===== src/rtl/sym_err_counter_if.sv =====
// Bus bundle for sym_err_counter: symbol-rate inputs, measurement control and results.
// The DUT takes the slave modport and the driver takes the master modport.
interface sym_err_counter_if #(
    parameter int SYM_W = 4,
    parameter int DEPTH = 64,
    parameter int CNT_W = 24
);
    localparam int DLY_W = $clog2(DEPTH);

    logic             clk_en;
    logic             start;
    logic [DLY_W-1:0] delay;
    logic [CNT_W-1:0] window_len;
    logic [SYM_W-1:0] ref_sym;
    logic [SYM_W-1:0] rx_sym;
    logic             busy;
    logic             done;
    logic [CNT_W-1:0] sym_count;
    logic [CNT_W-1:0] sym_err_count;
    logic [CNT_W-1:0] bit_err_count;

    modport master (
        output clk_en, start, delay, window_len, ref_sym, rx_sym,
        input  busy, done, sym_count, sym_err_count, bit_err_count
    );

    modport slave (
        input  clk_en, start, delay, window_len, ref_sym, rx_sym,
        output busy, done, sym_count, sym_err_count, bit_err_count
    );
endinterface


===== src/rtl/sym_err_counter.sv =====
// Symbol/bit error counter: delays ref_sym to line up with rx_sym, then counts mismatches over a window.
// Define SEC_BIT_ERR_EN to build the popcount path; otherwise bit_err_count is constant 0.
module sym_err_counter #(
    parameter int SYM_W = 4,
    parameter int DEPTH = 64,
    parameter int CNT_W = 24
) (
    input  logic               clk,
    input  logic               reset,
    sym_err_counter_if.slave   bus
);
    localparam int DLY_W = $clog2(DEPTH);

    typedef enum logic [1:0] {S_IDLE, S_FILL, S_MEASURE, S_DONE} state_t;

    state_t           state_q, state_d;
    logic [SYM_W-1:0] ref_mem [DEPTH];
    logic [DLY_W-1:0] wr_ptr_q;
    logic [DLY_W-1:0] fill_cnt_q, fill_cnt_d;
    logic [DLY_W-1:0] delay_q, delay_d;
    logic [CNT_W-1:0] win_q, win_d;
    logic [CNT_W-1:0] sym_cnt_q, sym_cnt_d;
    logic [CNT_W-1:0] sym_err_q, sym_err_d;
    logic             busy_q, done_q;
    logic [DLY_W-1:0] rd_addr;
    logic [SYM_W-1:0] aligned_ref;
    logic             mismatch;
    logic [DLY_W:0]   fill_next;

    function automatic logic [CNT_W-1:0] sat_add(input logic [CNT_W-1:0] a,
                                                 input logic [CNT_W-1:0] b);
        logic [CNT_W:0] s;
        s = {1'b0, a} + {1'b0, b};
        return s[CNT_W] ? '1 : s[CNT_W-1:0];
    endfunction

    // Reference history keeps running in every state so FILL only has to wait out the delay.
    always_ff @(posedge clk) begin
        if (bus.clk_en) begin
            ref_mem[wr_ptr_q] <= bus.ref_sym;
        end
    end

    assign rd_addr     = wr_ptr_q - delay_q;
    assign aligned_ref = (delay_q == '0) ? bus.ref_sym : ref_mem[rd_addr];
    assign mismatch    = (aligned_ref != bus.rx_sym);
    assign fill_next   = {1'b0, fill_cnt_q} + {{DLY_W{1'b0}}, 1'b1};

    always_comb begin
        state_d    = state_q;
        fill_cnt_d = fill_cnt_q;
        delay_d    = delay_q;
        win_d      = win_q;
        sym_cnt_d  = sym_cnt_q;
        sym_err_d  = sym_err_q;
        case (state_q)
            S_IDLE, S_DONE: begin
                if (bus.start) begin
                    state_d    = S_FILL;
                    delay_d    = bus.delay;
                    win_d      = bus.window_len;
                    fill_cnt_d = '0;
                    sym_cnt_d  = '0;
                    sym_err_d  = '0;
                end
            end
            S_FILL: begin
                // Leaving after delay_q enables (one when delay_q is 0) makes the first compare see post-start data.
                if (bus.clk_en) begin
                    fill_cnt_d = fill_next[DLY_W-1:0];
                    if (fill_next >= {1'b0, delay_q}) begin
                        state_d = (win_q == '0) ? S_DONE : S_MEASURE;
                    end
                end
            end
            S_MEASURE: begin
                if (bus.clk_en) begin
                    sym_cnt_d = sat_add(sym_cnt_q, CNT_W'(1));
                    sym_err_d = sat_add(sym_err_q, CNT_W'(mismatch));
                    if (sym_cnt_d == win_q) begin
                        state_d = S_DONE;
                    end
                end
            end
            default: state_d = S_IDLE;
        endcase
    end

    always_ff @(posedge clk or posedge reset) begin
        if (reset) begin
            state_q    <= S_IDLE;
            wr_ptr_q   <= '0;
            fill_cnt_q <= '0;
            delay_q    <= '0;
            win_q      <= '0;
            sym_cnt_q  <= '0;
            sym_err_q  <= '0;
            busy_q     <= 1'b0;
            done_q     <= 1'b0;
        end else begin
            state_q    <= state_d;
            fill_cnt_q <= fill_cnt_d;
            delay_q    <= delay_d;
            win_q      <= win_d;
            sym_cnt_q  <= sym_cnt_d;
            sym_err_q  <= sym_err_d;
            busy_q     <= (state_d == S_FILL) || (state_d == S_MEASURE);
            done_q     <= (state_d == S_DONE) && (state_q != S_DONE);
            if (bus.clk_en) begin
                wr_ptr_q <= wr_ptr_q + DLY_W'(1);
            end
        end
    end

    assign bus.busy          = busy_q;
    assign bus.done          = done_q;
    assign bus.sym_count     = sym_cnt_q;
    assign bus.sym_err_count = sym_err_q;

`ifdef SEC_BIT_ERR_EN
    localparam int POP_W = $clog2(SYM_W + 1);

    logic [SYM_W-1:0] diff;
    logic [POP_W-1:0] pop;
    logic [CNT_W-1:0] bit_err_q;
    logic             start_acc;
    logic             compare;

    assign diff      = aligned_ref ^ bus.rx_sym;
    assign start_acc = bus.start && ((state_q == S_IDLE) || (state_q == S_DONE));
    assign compare   = bus.clk_en && (state_q == S_MEASURE);

    always_comb begin
        pop = '0;
        for (int i = 0; i < SYM_W; i++) begin
            pop = pop + POP_W'(diff[i]);
        end
    end

    always_ff @(posedge clk or posedge reset) begin
        if (reset) begin
            bit_err_q <= '0;
        end else if (start_acc) begin
            bit_err_q <= '0;
        end else if (compare) begin
            bit_err_q <= sat_add(bit_err_q, CNT_W'(pop));
        end
    end

    assign bus.bit_err_count = bit_err_q;
`else
    assign bus.bit_err_count = '0;
`endif

endmodule


===== src/flat_wrapper.sv =====
// flat-port wrapper written by rule: the top's interface ports become plain ports
module sym_err_counter_flat 
#(
    parameter int SYM_W = 4,
    parameter int DEPTH = 64,
    parameter int CNT_W = 24
)
  (clk, reset, bus_clk_en, bus_start, bus_delay, bus_window_len, bus_ref_sym, bus_rx_sym, bus_busy, bus_done, bus_sym_count, bus_sym_err_count, bus_bit_err_count);
  sym_err_counter_if #(.SYM_W(SYM_W), .DEPTH(DEPTH), .CNT_W(CNT_W)) bus_i ();
  input  logic clk;
  input  logic reset;
  input wire logic [$bits(bus_i.clk_en)-1:0] bus_clk_en;
  input wire logic [$bits(bus_i.start)-1:0] bus_start;
  input wire logic [$bits(bus_i.delay)-1:0] bus_delay;
  input wire logic [$bits(bus_i.window_len)-1:0] bus_window_len;
  input wire logic [$bits(bus_i.ref_sym)-1:0] bus_ref_sym;
  input wire logic [$bits(bus_i.rx_sym)-1:0] bus_rx_sym;
  output wire logic [$bits(bus_i.busy)-1:0] bus_busy;
  output wire logic [$bits(bus_i.done)-1:0] bus_done;
  output wire logic [$bits(bus_i.sym_count)-1:0] bus_sym_count;
  output wire logic [$bits(bus_i.sym_err_count)-1:0] bus_sym_err_count;
  output wire logic [$bits(bus_i.bit_err_count)-1:0] bus_bit_err_count;
  assign bus_i.clk_en = bus_clk_en;
  assign bus_i.start = bus_start;
  assign bus_i.delay = bus_delay;
  assign bus_i.window_len = bus_window_len;
  assign bus_i.ref_sym = bus_ref_sym;
  assign bus_i.rx_sym = bus_rx_sym;
  assign bus_busy = bus_i.busy;
  assign bus_done = bus_i.done;
  assign bus_sym_count = bus_i.sym_count;
  assign bus_sym_err_count = bus_i.sym_err_count;
  assign bus_bit_err_count = bus_i.bit_err_count;
  sym_err_counter #(.SYM_W(SYM_W), .DEPTH(DEPTH), .CNT_W(CNT_W)) u_core (.clk(clk), .reset(reset), .bus(bus_i));
endmodule

===== config.mk =====
export PLATFORM = sky130hd
export DESIGN_NAME = sym_err_counter_flat
export DESIGN_NICKNAME = d
export VERILOG_FILES = /design/src/rtl/sym_err_counter_if.sv /design/src/rtl/sym_err_counter.sv /design/src/flat_wrapper.sv
export SDC_FILE = /design/constraint.sdc
export NUM_CORES = 1
export LEC_CHECK = 0
export CAP_MARGIN = 25
export CORE_MARGIN = 2
export CORE_UTILIZATION = 64
export DETAILED_ROUTE_END_ITERATION = 16
export DONT_BUFFER_PORTS = 1
export PLACE_DENSITY = 0.8
export SYNTH_ARGS = -nofsm -noshare
export SYNTH_HDL_FRONTEND = slang
export SYNTH_SLANG_ARGS = --single-unit

===== constraint.sdc =====
create_clock -name clk -period 5.9 [get_ports clk]
set_input_delay 1.18 -clock clk [delete_from_list [all_inputs] [get_ports clk]]
set_output_delay 1.18 -clock clk [all_outputs]
set_load 0.05 [all_outputs]

==> results of run 1 <==
==> what timing repair did <==
action	CTS	global route
endpoints found under the hold margin	0	0
buffers inserted	0	2
gates resized for setup	0	3
endpoints found under the setup margin	0	23
==> flip-flops by register name, summed over array words and instances (netlist names) <==
| register | cells |
|---|---|
| u_core.bus.busy | 1 |
| u_core.bus.done | 1 |
| u_core.bus.sym_count | 24 |
| u_core.bus.sym_err_count | 24 |
| u_core.delay_q | 6 |
| u_core.fill_cnt_q | 6 |
| u_core.ref_mem | 256 |
| u_core.state_q | 2 |
| u_core.win_q | 24 |
| u_core.wr_ptr_q | 6 |
==> critical path: cells and delay by family (launching register included) <==
family | cells | cell delay, ns
flops | 1 | 0.47
buf+inv | 2 | 0.33
mux | 6 | 1.37
simple gates | 8 | 1.47
compound gates | 3 | 0.73
fa+ha+maj | 3 | 1.03
==> Yosys cell counts, drive strengths merged (5+ instances only) <==
cell type  number
a31oi           8
nor2b           9
mux2           34
clkbuf         37
nand2          51
inv            23
a22o            6
a21o            8
and3           13
xor2           13
a21oi          74
mux4           72
xnor2          28
nor2          112
ha             20
dfrtp          94
mux2i          40
or3             5
and4            5
and2            6
nand3          37
o21ai          48
nor3           14
buf            47
nor4            9
edfxtp        256
nand4          19
nand2b          5
o31ai           7
==> per-layer routing <==
metal | vias up | global-route usage | part of all wire
met2 | 440 | 0.4511 | 0.51
met5 | - | 0 | 0
met1 | 5017 | 0.3672 | 0.39
li1 | 4362 | - | -
met3 | 76 | 0.05076 | 0.071
met4 | 0 | 0.08732 | 0.028
==> logic make-up after synthesis <==
kind of cell    share of synthesized area
flops                              0.6121
simple gates                      0.09268
compound gates                    0.06934
mux                                0.1466
buf+inv                           0.03524
xor+xnor                          0.02738
fa+ha+maj                         0.01648
other cells                     0.0002286
==> layout make-up <==
type,instances,share of cell area
multi-input cells,718,0.3323
clock inverters,18,0.01021
well taps,330,0.02323
repair buffers,17,0.01183
clock buffers,44,0.05238
diodes,1,0.0001408
inverters,23,0.004998
flip-flops and latches,350,0.5649
==> worst max path at each step <==
stage | slack, ns | endpoint | startpoint | cells after the start
2_1_floorplan | 0.62 | u_core.bus.sym_err_count[7]$_DFFE_PP0P_ | u_core.wr_ptr_q[0]$_DFFE_PP0P_ | 24
3_3_place_gp | 0.35 | u_core.bus.sym_err_count[9]$_DFFE_PP0P_ | u_core.wr_ptr_q[0]$_DFFE_PP0P_ | 22
3_5_place_dp | 0.22 | u_core.bus.sym_err_count[9]$_DFFE_PP0P_ | u_core.wr_ptr_q[0]$_DFFE_PP0P_ | 22
4_1_cts | 0.1 | u_core.bus.sym_err_count[9]$_DFFE_PP0P_ | u_core.wr_ptr_q[0]$_DFFE_PP0P_ | 22
5_1_grt | 0.05 | u_core.bus.sym_err_count[12]$_DFFE_PP0P_ | u_core.wr_ptr_q[0]$_DFFE_PP0P_ | 22
6_report | 0.39 | u_core.bus.sym_err_count[12]$_DFFE_PP0P_ | u_core.wr_ptr_q[0]$_DFFE_PP0P_ | 22
==> power by group through the flow <==
stage	logic, uW	clock network, uW	registers, uW
global placement	4650	0	3160
CTS	4820	2220	3130
detailed placement	4750	0	3170
floorplan	3730	0	3050
finish	4880	2200	3130
global route	5230	2320	3160
==> stage by stage <==
| stage | power (uW) | instances | utilization | hold slack, ns | setup WS (ns) |
|---|---|---|---|---|---|
| after floorplan | 6783 | 1175 | - | 0.4794 | 0.6159 |
| after global placement | 7808 | 1434 | 0.6586 | 0.4947 | 0.3473 |
| after detailed placement | 7920 | 1434 | 0.6586 | 0.5001 | 0.2204 |
| after CTS | 10170 | 1496 | 0.7028 | 0.4401 | 0.09655 |
| after global routing | 10700 | 1501 | 0.7058 | 0.4567 | 0.04791 |
| final | 10210 | 1501 | 0.7058 | 0.4492 | 0.3926 |
==> results.md, run 1 <==
* Yosys reg bits at 350
* Worst Setup End Kind: flip-flop
* Via-to-Cell Ratio at 6.592
* Starting density of the core at 0.6514
* Synth top area cells: edfxtp_1, dfrtp_1, mux4_2
* Core Region at 0.02518 mm^2
* Sw Share at 0.3604
* Maximum clock rate at 0.1816 GHz
* Final worst-path cycle share at 0.9335
* Clock buffer depth at 3
* H-tree depth at 2
* HP Class: input pin to async pin
* CTS buffer count at 36
* Worst-margin pin slew at 0.8427 ns
* Crit path top cell by count: mux2i_1
* Reg2reg setup slack at 0.39 ns
* Worst-Skew Late Latency at 0.53 ns
* VDD IR max at 0.0004304 V
* Worst-path clk slew at 0.06 ns
* Worst R2R Start: u_core.wr_ptr_q[0]$_DFFE_PP0P_
* Layout area overhead at 8.352%
* Static Leak at 0.006267 uW
* Num Clock Sinks at 350
* Register area at 0.01004 mm^2
* Commonest non-fill, non-tap cell in the layout: edfxtp_1
* Most frequent cells in the layout: edfxtp_1, nor2_1, dfrtp_1, a21oi_1, mux4_2
* Total iterations of the first detailed-routing run at 6
* Critical Path AT at 5.93 ns
* Cells after Synth at 1,152
* Unique masters post-synth at 72
* Die W at 164.1 um
* Largest net degree at the start of global routing at 78
* Post-Layout Inst Area at 0.01777 mm^2
* Syn Std Cell Area at 0.01640 mm^2
* Worst-case clock skew at 0.01998 ns
* R2r endpoint: u_core.bus.sym_err_count[12]$_DFFE_PP0P_
* Filler cells at 1,605
* Final setup fails at 0
* Critical path fanouts, max at 32
* Post-DP Area at 0.01658 mm^2
* Crit start category: flip-flop
* Number of flops mapped to enable cells by yosys at 256
* Req. time, crit path at 6.33 ns
* Vias in the first global route at 9,734
* Combinational fraction of design power at 0.478
* Final Max Slew Viols at 0
* Ys Warns at 0
* Top cell type's share of synthesized area at 0.4686
* Crit-path slowest cell: fa_2
* Fin. Hold Viols at 0
* Length in cells of the worst reg-to-reg path at 22
* CTS tree: yes
* P_sw at 3681 uW
* Routability-driven placement congestion ratio at 0.8537
* First-pass GRT wire length at 55.52 mm
* Nets at 1,209
* CTS hold repair buffers at 0
* Part of the power in the clock network at 0.215
* 1st-iter DRT viols at 1,297
* Setup tns final at 0 ns
* Prevailing post-synth register cell: edfxtp_1
* Status: complete, no violations
* Total global routing overflow at 0
* DRC errors left at 0
* Internal power at 6533 uW
* Gr usage total at 0.2714
* Max-cap viol count at 0
* Part of the power in registers at 0.307
* Layout cell share with drive strength beyond 1 at 0.1726
* Wirelength per Cell at 23.65 um
* Initial antenna violation count at 1
* IO Port Bufs at 0
* Synth area leader: edfxtp_1
* Die area at 0.02693 mm^2
* Root Driver: clkbuf_16
* Register area share after synthesis at 0.6121
* Async SR Flop Fraction at 0.2686
* Crit path cell chain: inv_1 -> ha_4 -> fa_2 -> buf_12 -> mux4_2 -> mux2i_1 -> mux2i_1 -> mux2i_1 -> mux2i_1 -> mux2_2 -> nor3b_1 -> o311ai_2 -> ha_1 -> nand3_1 -> nor2_1 -> and3_1 -> nand4_1 -> nor2_2 -> nand2_1 -> nand2_1 -> o21ai_0 -> a21oi_1
* Slew headroom at 0.4382
* Pwr dens at 574.7 mW/mm^2
* Min cycle time layout at 5.507 ns
* Max incr delay on CP at 0.57 ns
* Routed vias at 9,895
* DRT antenna net count at 0
* Crit Path Category: flip-flop to flip-flop
* # IOs at 116
* DRT Wirelength at 35.51 mm
* RSZ-0062 raised after global routing: false
* Die height at 164.1 um
* Post-detail-place hpwl at 22.30 mm
* Mapped Avg Cell Area at 14.24 um^2
* Multi-input logic area at 0.005907 mm^2
* FP Rows at 58
No activity file was read; power rests on OpenSTA's default activity.
==> run 2, diff against run 1 <==
--- a/config.mk
+++ b/config.mk
@@ -7,10 +7,9 @@
 export LEC_CHECK = 0
 export CAP_MARGIN = 25
 export CORE_MARGIN = 2
-export CORE_UTILIZATION = 64
+export CORE_UTILIZATION = 50
 export DETAILED_ROUTE_END_ITERATION = 16
 export DONT_BUFFER_PORTS = 1
-export PLACE_DENSITY = 0.8
 export SYNTH_ARGS = -nofsm -noshare
 export SYNTH_HDL_FRONTEND = slang
 export SYNTH_SLANG_ARGS = --single-unit
==> run 2 against run 1 <==
- first-iteration DRC count decreased by 50%
- non-clock buffer count increased by 12
- via count decreased by 3.1%
- die area increased by 27%
- fmax decreased by 0.97%
==> results.md, run 2 (synthesized netlist as in run 1, its figures left out) <==
* Status: complete, no violations (unchanged)
* Largest net degree at the start of global routing at 67 (was 78)
* Max reg flops at 256 (unchanged)
* DRT antenna net count at 0 (unchanged)
* Routed vias at 9,585 (was 9,895)
* Total global routing overflow at 0 (unchanged)
* Req. time, crit path at 6.35 ns (was 6.33 ns)
* Post-Layout Inst Area at 0.01821 mm^2 (was 0.01777 mm^2)
* Largest Register: u_core.ref_mem (unchanged)
* Final Util at 0.5612 (was 0.7058)
* Crit-path slowest cell: fa_2 (unchanged)
* DRC errors left at 0 (unchanged)
* Worst-case clock skew at 0.02413 ns (was 0.01998 ns)
* Routability-driven placement congestion ratio at 0.8219 (was 0.8537)
* Hold_ws at 0.5114 ns (was 0.4492 ns)
* Maximum clock rate at 0.1798 GHz (was 0.1816 GHz)
* Worst Setup End Kind: flip-flop (unchanged)
* Multi-input logic area at 0.005904 mm^2 (was 0.005907 mm^2)
* DRT Wirelength at 36.24 mm (was 35.51 mm)
* H-tree depth at 2 (unchanged)
* Die W at 185.1 um (was 164.1 um)
* Crit path top cell by count: mux2i_1 (unchanged)
* Post-detail-place hpwl at 23.56 mm (was 22.30 mm)
* Worst-path clk slew at 0.06 ns (about the same)
* Die height at 185.1 um (was 164.1 um)
* Die area at 0.03427 mm^2 (was 0.02693 mm^2)
* 1st-iter DRT viols at 643 (was 1,297)
* Clock buffer depth at 3 (unchanged)
* Static Leak at 0.006418 uW (was 0.006267 uW)
* VDD IR max at 0.0005216 V (was 0.0004304 V)
* Core Region at 0.03245 mm^2 (was 0.02518 mm^2)
* CTS hold repair buffers at 0 (unchanged)
* Filler cells at 2,623 (was 1,605)
* Starting density of the core at 0.5054 (was 0.6514)
* HP Class: flip-flop to flip-flop (was input pin to async pin)
* Final Max Slew Viols at 0 (unchanged)
* Max incr delay on CP at 0.59 ns (was 0.57 ns)
* CTS tree: yes (unchanged)
* Layout area overhead at 11.03% (was 8.352%)
* Min cycle time layout at 5.561 ns (was 5.507 ns)
* Max-cap viol count at 0 (unchanged)
* Post-DP Area at 0.01678 mm^2 (was 0.01658 mm^2)
* IO Port Bufs at 0 (unchanged)
* Pwr dens at 584.5 mW/mm^2 (was 574.7 mW/mm^2)
* Fin. Hold Viols at 0 (unchanged)
* Final setup fails at 0 (unchanged)
* Worst-Skew Late Latency at 0.54 ns (was 0.53 ns)
* Total iterations of the first detailed-routing run at 5 (was 6)
* Gr usage total at 0.2180 (was 0.2714)
* Initial antenna violation count at 0 (was 1)
* # IOs at 116 (unchanged)
* Layout cell share with drive strength beyond 1 at 0.1849 (was 0.1726)
* Vias in the first global route at 9,657 (was 9,734)
* Via-to-Cell Ratio at 5.873 (was 6.592)
* Wirelength per Cell at 22.21 um (was 23.65 um)
* Num Clock Sinks at 350 (unchanged)
* Final worst-path cycle share at 0.9426 (was 0.9335)
* FP Rows at 66 (was 58)
* Slew headroom at 0.3529 (was 0.4382)
* Register area at 0.01004 mm^2 (unchanged)
* CTS buffer count at 38 (was 36)
* Antenna diode count at 0 (was 1)
* Most frequent cells in the layout: edfxtp_1, nor2_1, dfrtp_1, a21oi_1, mux4_2 (unchanged)
* Sum of buffers and inverters on the critical path at 2 (unchanged)
* CP delay by family, top: simple AND/OR/NAND/NOR gates (unchanged)
* Commonest non-fill, non-tap cell in the layout: edfxtp_1 (unchanged)
* Crit start category: flip-flop (unchanged)
* Root Driver: clkbuf_16 (unchanged)
* First-pass GRT wire length at 56.88 mm (was 55.52 mm)
* Crit path cell chain: inv_1 -> ha_4 -> fa_2 -> buf_12 -> mux4_2 -> mux2i_1 -> mux2i_1 -> mux2i_1 -> mux2i_1 -> mux2_2 -> nor3b_1 -> o311ai_2 -> ha_1 -> nand3_1 -> nor2_1 -> and3_1 -> nand4_1 -> nor2_1 -> nand2_1 -> nand2_1 -> o21ai_0 -> a21oi_1 (was inv_1 -> ha_4 -> fa_2 -> buf_12 -> mux4_2 -> mux2i_1 -> mux2i_1 -> mux2i_1 -> mux2i_1 -> mux2_2 -> nor3b_1 -> o311ai_2 -> ha_1 -> nand3_1 -> nor2_1 -> and3_1 -> nand4_1 -> nor2_2 -> nand2_1 -> nand2_1 -> o21ai_0 -> a21oi_1)
* Worst-margin pin slew at 0.9707 ns (was 0.8427 ns)
* Critical path fanouts, max at 36 (was 32)
* Nets at 1,223 (was 1,209)
* Critical Path AT at 6.01 ns (was 5.93 ns)
* Crit Path Category: flip-flop to flip-flop (unchanged)
## run 2: cell types whose count changed in the layout (fill, tap and decap cells not counted), sizes merged
cell and delta:
buf +12, clkbuf +10, clkinv -7, bufinv +3, clkinvlp +1, diode -1
inv +1
## run 2: worst paths after layout
check                                                    start                                        to  slack, ns  cells past startpoint
worst min-delay path             u_core.delay_q[4]$_DFFE_PP0P_             u_core.delay_q[4]$_DFFE_PP0P_       0.51                      1
min in group asynchronous                                reset             u_core.delay_q[2]$_DFFE_PP0P_       0.61                      1
worst max register to register  u_core.wr_ptr_q[0]$_DFFE_PP0P_  u_core.bus.sym_err_count[12]$_DFFE_PP0P_       0.34                     22
worst max-delay path            u_core.wr_ptr_q[0]$_DFFE_PP0P_  u_core.bus.sym_err_count[12]$_DFFE_PP0P_       0.34                     22
max in group asynchronous                                reset   u_core.bus.sym_err_count[2]$_DFFE_PP0P_       4.22                      2
worst min register to register   u_core.delay_q[4]$_DFFE_PP0P_             u_core.delay_q[4]$_DFFE_PP0P_       0.51                      1
## run 2: area by class of cell
class | count | share of cell area
clock inverter | 16 | 0.01511
tap | 442 | 0.03037
sequential | 350 | 0.5512
clock buffer | 54 | 0.05881
multi-input combinational | 718 | 0.3242
timing repair buffer | 29 | 0.01539
inverter | 23 | 0.004878
## run 2: metrics by stage
stage	total power (uW)	setup WS [ns]	std cells	TNS, ns
5_1_grt	11190	-0.01367	1632	-0.01367
2_1_floorplan	6783	0.6159	1175	0
4_1_cts	10630	0.1799	1622	0
6_report	10640	0.3385	1632	0
3_5_place_dp	8094	0.2240	1552	0
3_3_place_gp	8037	0.3120	1551	0
## run 2: where the power goes
part | leakage (uW) | internal [uW] | switching (uW)
Combinational | 0.00224 | 2530 | 2460
Sequential | 0.00353 | 2860 | 286
Clock | 0.000647 | 1540 | 974
## run 2: timing repair
item | in CTS | in global routing
gates resized for setup | 0 | 2
buffers inserted | 0 | 10
endpoints found under the setup margin | 0 | 23
endpoints found under the hold margin | 0 | 0
## run 2: per-layer routing
layer  wire, um  up-vias  GRT usage
li1           -     4398          -
met1      15510     4867     0.2954
met2      17680      263     0.3590
met3       2297       57    0.04719
met4        756        0    0.05810
met5          0        -          0
==> run 3, diff against run 2 <==
--- a/config.mk
+++ b/config.mk
@@ -8,8 +8,10 @@
 export CAP_MARGIN = 25
 export CORE_MARGIN = 2
 export CORE_UTILIZATION = 50
+export CTS_BUF_LIST = sky130_fd_sc_hd__clkbuf_8
 export DETAILED_ROUTE_END_ITERATION = 16
 export DONT_BUFFER_PORTS = 1
+export PLACE_DENSITY = 0.69
 export SYNTH_ARGS = -nofsm -noshare
 export SYNTH_HDL_FRONTEND = slang
 export SYNTH_SLANG_ARGS = --single-unit
==> run 3 against run 2 <==
- critical path depth decreased by 1
- first-iteration DRC count increased by 19%
- sequential power about the same
- sequential share of layout area is 1.1 points higher
- largest power group unchanged
==> results.md, run 3 (synthesized netlist as in run 1, its figures left out) <==
* Crit-path slowest cell: fa_2 (unchanged)
* RSZ-0062 raised after global routing: false
* 1st-iter DRT viols at 765 (was 643)
* Critical Path AT at 5.98 ns (was 6.01 ns)
* Crit. Startpoint: u_core.wr_ptr_q[0]$_DFFE_PP0P_ (unchanged)
* Die height at 185.1 um (unchanged)
* Layout cell share with drive strength beyond 1 at 0.1866 (was 0.1849)
* Nets at 1,227 (was 1,223)
* Filler cells at 2,592 (was 2,623)
* Core Region at 0.03245 mm^2 (unchanged)
* Status: complete, no violations (unchanged)
* Worst-path clk slew at 0.06 ns (about the same)
* Clock buffer depth at 3 (unchanged)
* Num Clock Sinks at 350 (unchanged)
* Post-detail-place hpwl at 22.62 mm (was 23.56 mm)
* Worst Setup End Kind: flip-flop (unchanged)
* Largest Register: u_core.ref_mem (unchanged)
* Multi-input logic area at 0.005897 mm^2 (was 0.005904 mm^2)
* Initial antenna violation count at 1 (was 0)
* Worst-Skew Late Latency at 0.64 ns (was 0.54 ns)
* Total global routing overflow at 0 (unchanged)
* Reg2reg setup slack at 0.48 ns (was 0.34 ns)
* Commonest non-fill, non-tap cell in the layout: edfxtp_1 (unchanged)
* Final Util at 0.5497 (was 0.5612)
* Max reg flops at 256 (unchanged)
* Setup bufs post-CTS at 0 (unchanged)
* Max incr delay on CP at 0.57 ns (was 0.59 ns)
* Maximum clock rate at 0.1844 GHz (was 0.1798 GHz)
* Crit Path Category: flip-flop to flip-flop (unchanged)
* Req. time, crit path at 6.46 ns (was 6.35 ns)
* Fin. Hold Viols at 0 (unchanged)
* IO Port Bufs at 0 (unchanged)
* Most frequent cells in the layout: edfxtp_1, nor2_1, dfrtp_1, a21oi_1, mux4_2 (unchanged)
* DRT Wirelength at 35.32 mm (was 36.24 mm)
* Final worst-path cycle share at 0.9192 (was 0.9426)
* H-tree depth at 2 (unchanged)
* Gr usage total at 0.2119 (was 0.2180)
* Routed vias at 9,669 (was 9,585)
* Die W at 185.1 um (unchanged)
* # IOs at 116 (unchanged)
* Static Leak at 0.006337 uW (was 0.006418 uW)
* Setup WS post-layout at 0.4765 ns (was 0.3385 ns)
* Setup crit end: u_core.bus.sym_err_count[11]$_DFFE_PP0P_ (was u_core.bus.sym_err_count[12]$_DFFE_PP0P_)
* DRT antenna net count at 0 (unchanged)
* Die area at 0.03427 mm^2 (unchanged)
* Vias in the first global route at 9,609 (was 9,657)
* Register area at 0.01004 mm^2 (unchanged)
* Crit start category: flip-flop (unchanged)
* Critical path fanouts, max at 32 (was 36)
* Starting density of the core at 0.5054 (unchanged)
* Routability-driven placement congestion ratio at 0.8692 (was 0.8219)
* Worst-margin pin slew at 0.9041 ns (was 0.9707 ns)
* DRC errors left at 0 (unchanged)
* Pre-CTS setup slack at 0.3568 ns (was 0.2240 ns)
* Worst R2R Start: u_core.wr_ptr_q[0]$_DFFE_PP0P_ (unchanged)
* CTS tree: yes (unchanged)
* Length in cells of the worst reg-to-reg path at 21 (was 22)
* Wirelength per Cell at 21.37 um (was 22.21 um)
* Worst-case clock skew at 0.02045 ns (was 0.02413 ns)
* Slew headroom at 0.3973 (was 0.3529)
* Max-cap viol count at 0 (unchanged)
* R2r endpoint: u_core.bus.sym_err_count[11]$_DFFE_PP0P_ (was u_core.bus.sym_err_count[12]$_DFFE_PP0P_)
* Final setup fails at 0 (unchanged)
* CTS buffer count at 56 (was 38)
* Largest net degree at the start of global routing at 71 (was 67)
* Pwr dens at 557.3 mW/mm^2 (was 584.5 mW/mm^2)
* Setup tns final at 0 ns (unchanged)
* Min cycle time layout at 5.423 ns (was 5.561 ns)
* Crit path cell chain: inv_1 -> ha_4 -> fa_2 -> buf_6 -> mux4_2 -> mux4_2 -> mux2i_1 -> mux2_2 -> o311ai_0 -> o311ai_1 -> buf_4 -> ha_1 -> nand3_1 -> nor2_1 -> and3_1 -> nand4_1 -> nor2_1 -> nand2_1 -> nand2_1 -> o21ai_0 -> a21oi_1 (was inv_1 -> ha_4 -> fa_2 -> buf_12 -> mux4_2 -> mux2i_1 -> mux2i_1 -> mux2i_1 -> mux2i_1 -> mux2_2 -> nor3b_1 -> o311ai_2 -> ha_1 -> nand3_1 -> nor2_1 -> and3_1 -> nand4_1 -> nor2_1 -> nand2_1 -> nand2_1 -> o21ai_0 -> a21oi_1)
* HP Class: input pin to async pin (was flip-flop to flip-flop)
* Layout area overhead at 8.765% (was 11.03%)
* Final Max Slew Viols at 0 (unchanged)
* Root Driver: clkbuf_8 (was clkbuf_16)
* Antenna diode count at 0 (unchanged)
* FP Rows at 66 (unchanged)
* Total iterations of the first detailed-routing run at 5 (unchanged)
* Via-to-Cell Ratio at 5.849 (was 5.873)
* First-pass GRT wire length at 55.21 mm (was 56.88 mm)
* VDD IR max at 0.0006093 V (was 0.0005216 V)
[run 3: what timing repair did]
item	CTS	global route
gates resized for setup	0	2
endpoints found under the setup margin	0	17
hold buffers	0	0
[run 3: layout make-up]
type	count	area share
clock buffer	63	0.04860
clock inverter	42	0.01213
inverter	23	0.004979
multi-input combinational	718	0.3305
sequential	350	0.5627
tap	442	0.03100
timing repair buffer	15	0.01003
[run 3: worst min path at each step]
| stage | end | depth (start not counted) | start | slack (ns) |
|---|---|---|---|---|
| 2_1_floorplan | u_core.delay_q[4]$_DFFE_PP0P_ | 1 | u_core.delay_q[4]$_DFFE_PP0P_ | 0.48 |
| 3_3_place_gp | u_core.delay_q[4]$_DFFE_PP0P_ | 1 | u_core.delay_q[4]$_DFFE_PP0P_ | 0.49 |
| 3_5_place_dp | u_core.delay_q[4]$_DFFE_PP0P_ | 1 | u_core.delay_q[4]$_DFFE_PP0P_ | 0.50 |
| 4_1_cts | u_core.wr_ptr_q[5]$_DFFE_PP0P_ | 1 | reset | 0.35 |
| 5_1_grt | u_core.bus.busy$_DFF_PP0_ | 1 | reset | 0.38 |
| 6_report | u_core.wr_ptr_q[5]$_DFFE_PP0P_ | 1 | reset | 0.39 |
[run 3: worst max-delay path: cells and delay by family (launching register included)]
kind                       cells  cell delay, ns
AOI/OAI and AO/OA              4            0.51
muxes                          4            1.37
adders and majority gates      3            0.91
buffers and inverters          3            0.62
DFF                            1            0.47
and+or+nand+nor                7            1.45
[run 3: stage by stage]
| step | area, um^2 | cells | power [uW] | hold slack [ns] |
|---|---|---|---|---|
| 2_1_floorplan | 16490 | 1175 | 6783 | 0.4794 |
| 3_3_place_gp | 16730 | 1547 | 7907 | 0.4932 |
| 3_5_place_dp | 16730 | 1547 | 7979 | 0.5018 |
| 4_1_cts | 17820 | 1652 | 9985 | 0.3546 |
| 5_1_grt | 17840 | 1653 | 10460 | 0.3806 |
| 6_report | 17840 | 1653 | 9943 | 0.3867 |
[run 3: per-layer routing]
layer,vias to the layer above,global-route usage,share of wire
met3,71,0.05387,0.075
met2,333,0.3468,0.48
met4,2,0.07365,0.026
met5,-,0,0.00037
met1,4841,0.2765,0.42
li1,4422,-,-
[run 3: power breakdown]
part / leakage (uW) / total [uW] / switching [uW] / internal, uW
Sequential: 0.00353 / 3140 / 281 / 2860
Combinational: 0.00217 / 4810 / 2400 / 2410
Clock: 0.000632 / 2000 / 970 / 1030
Total: 0.00634 / 9940 / 3650 / 6290
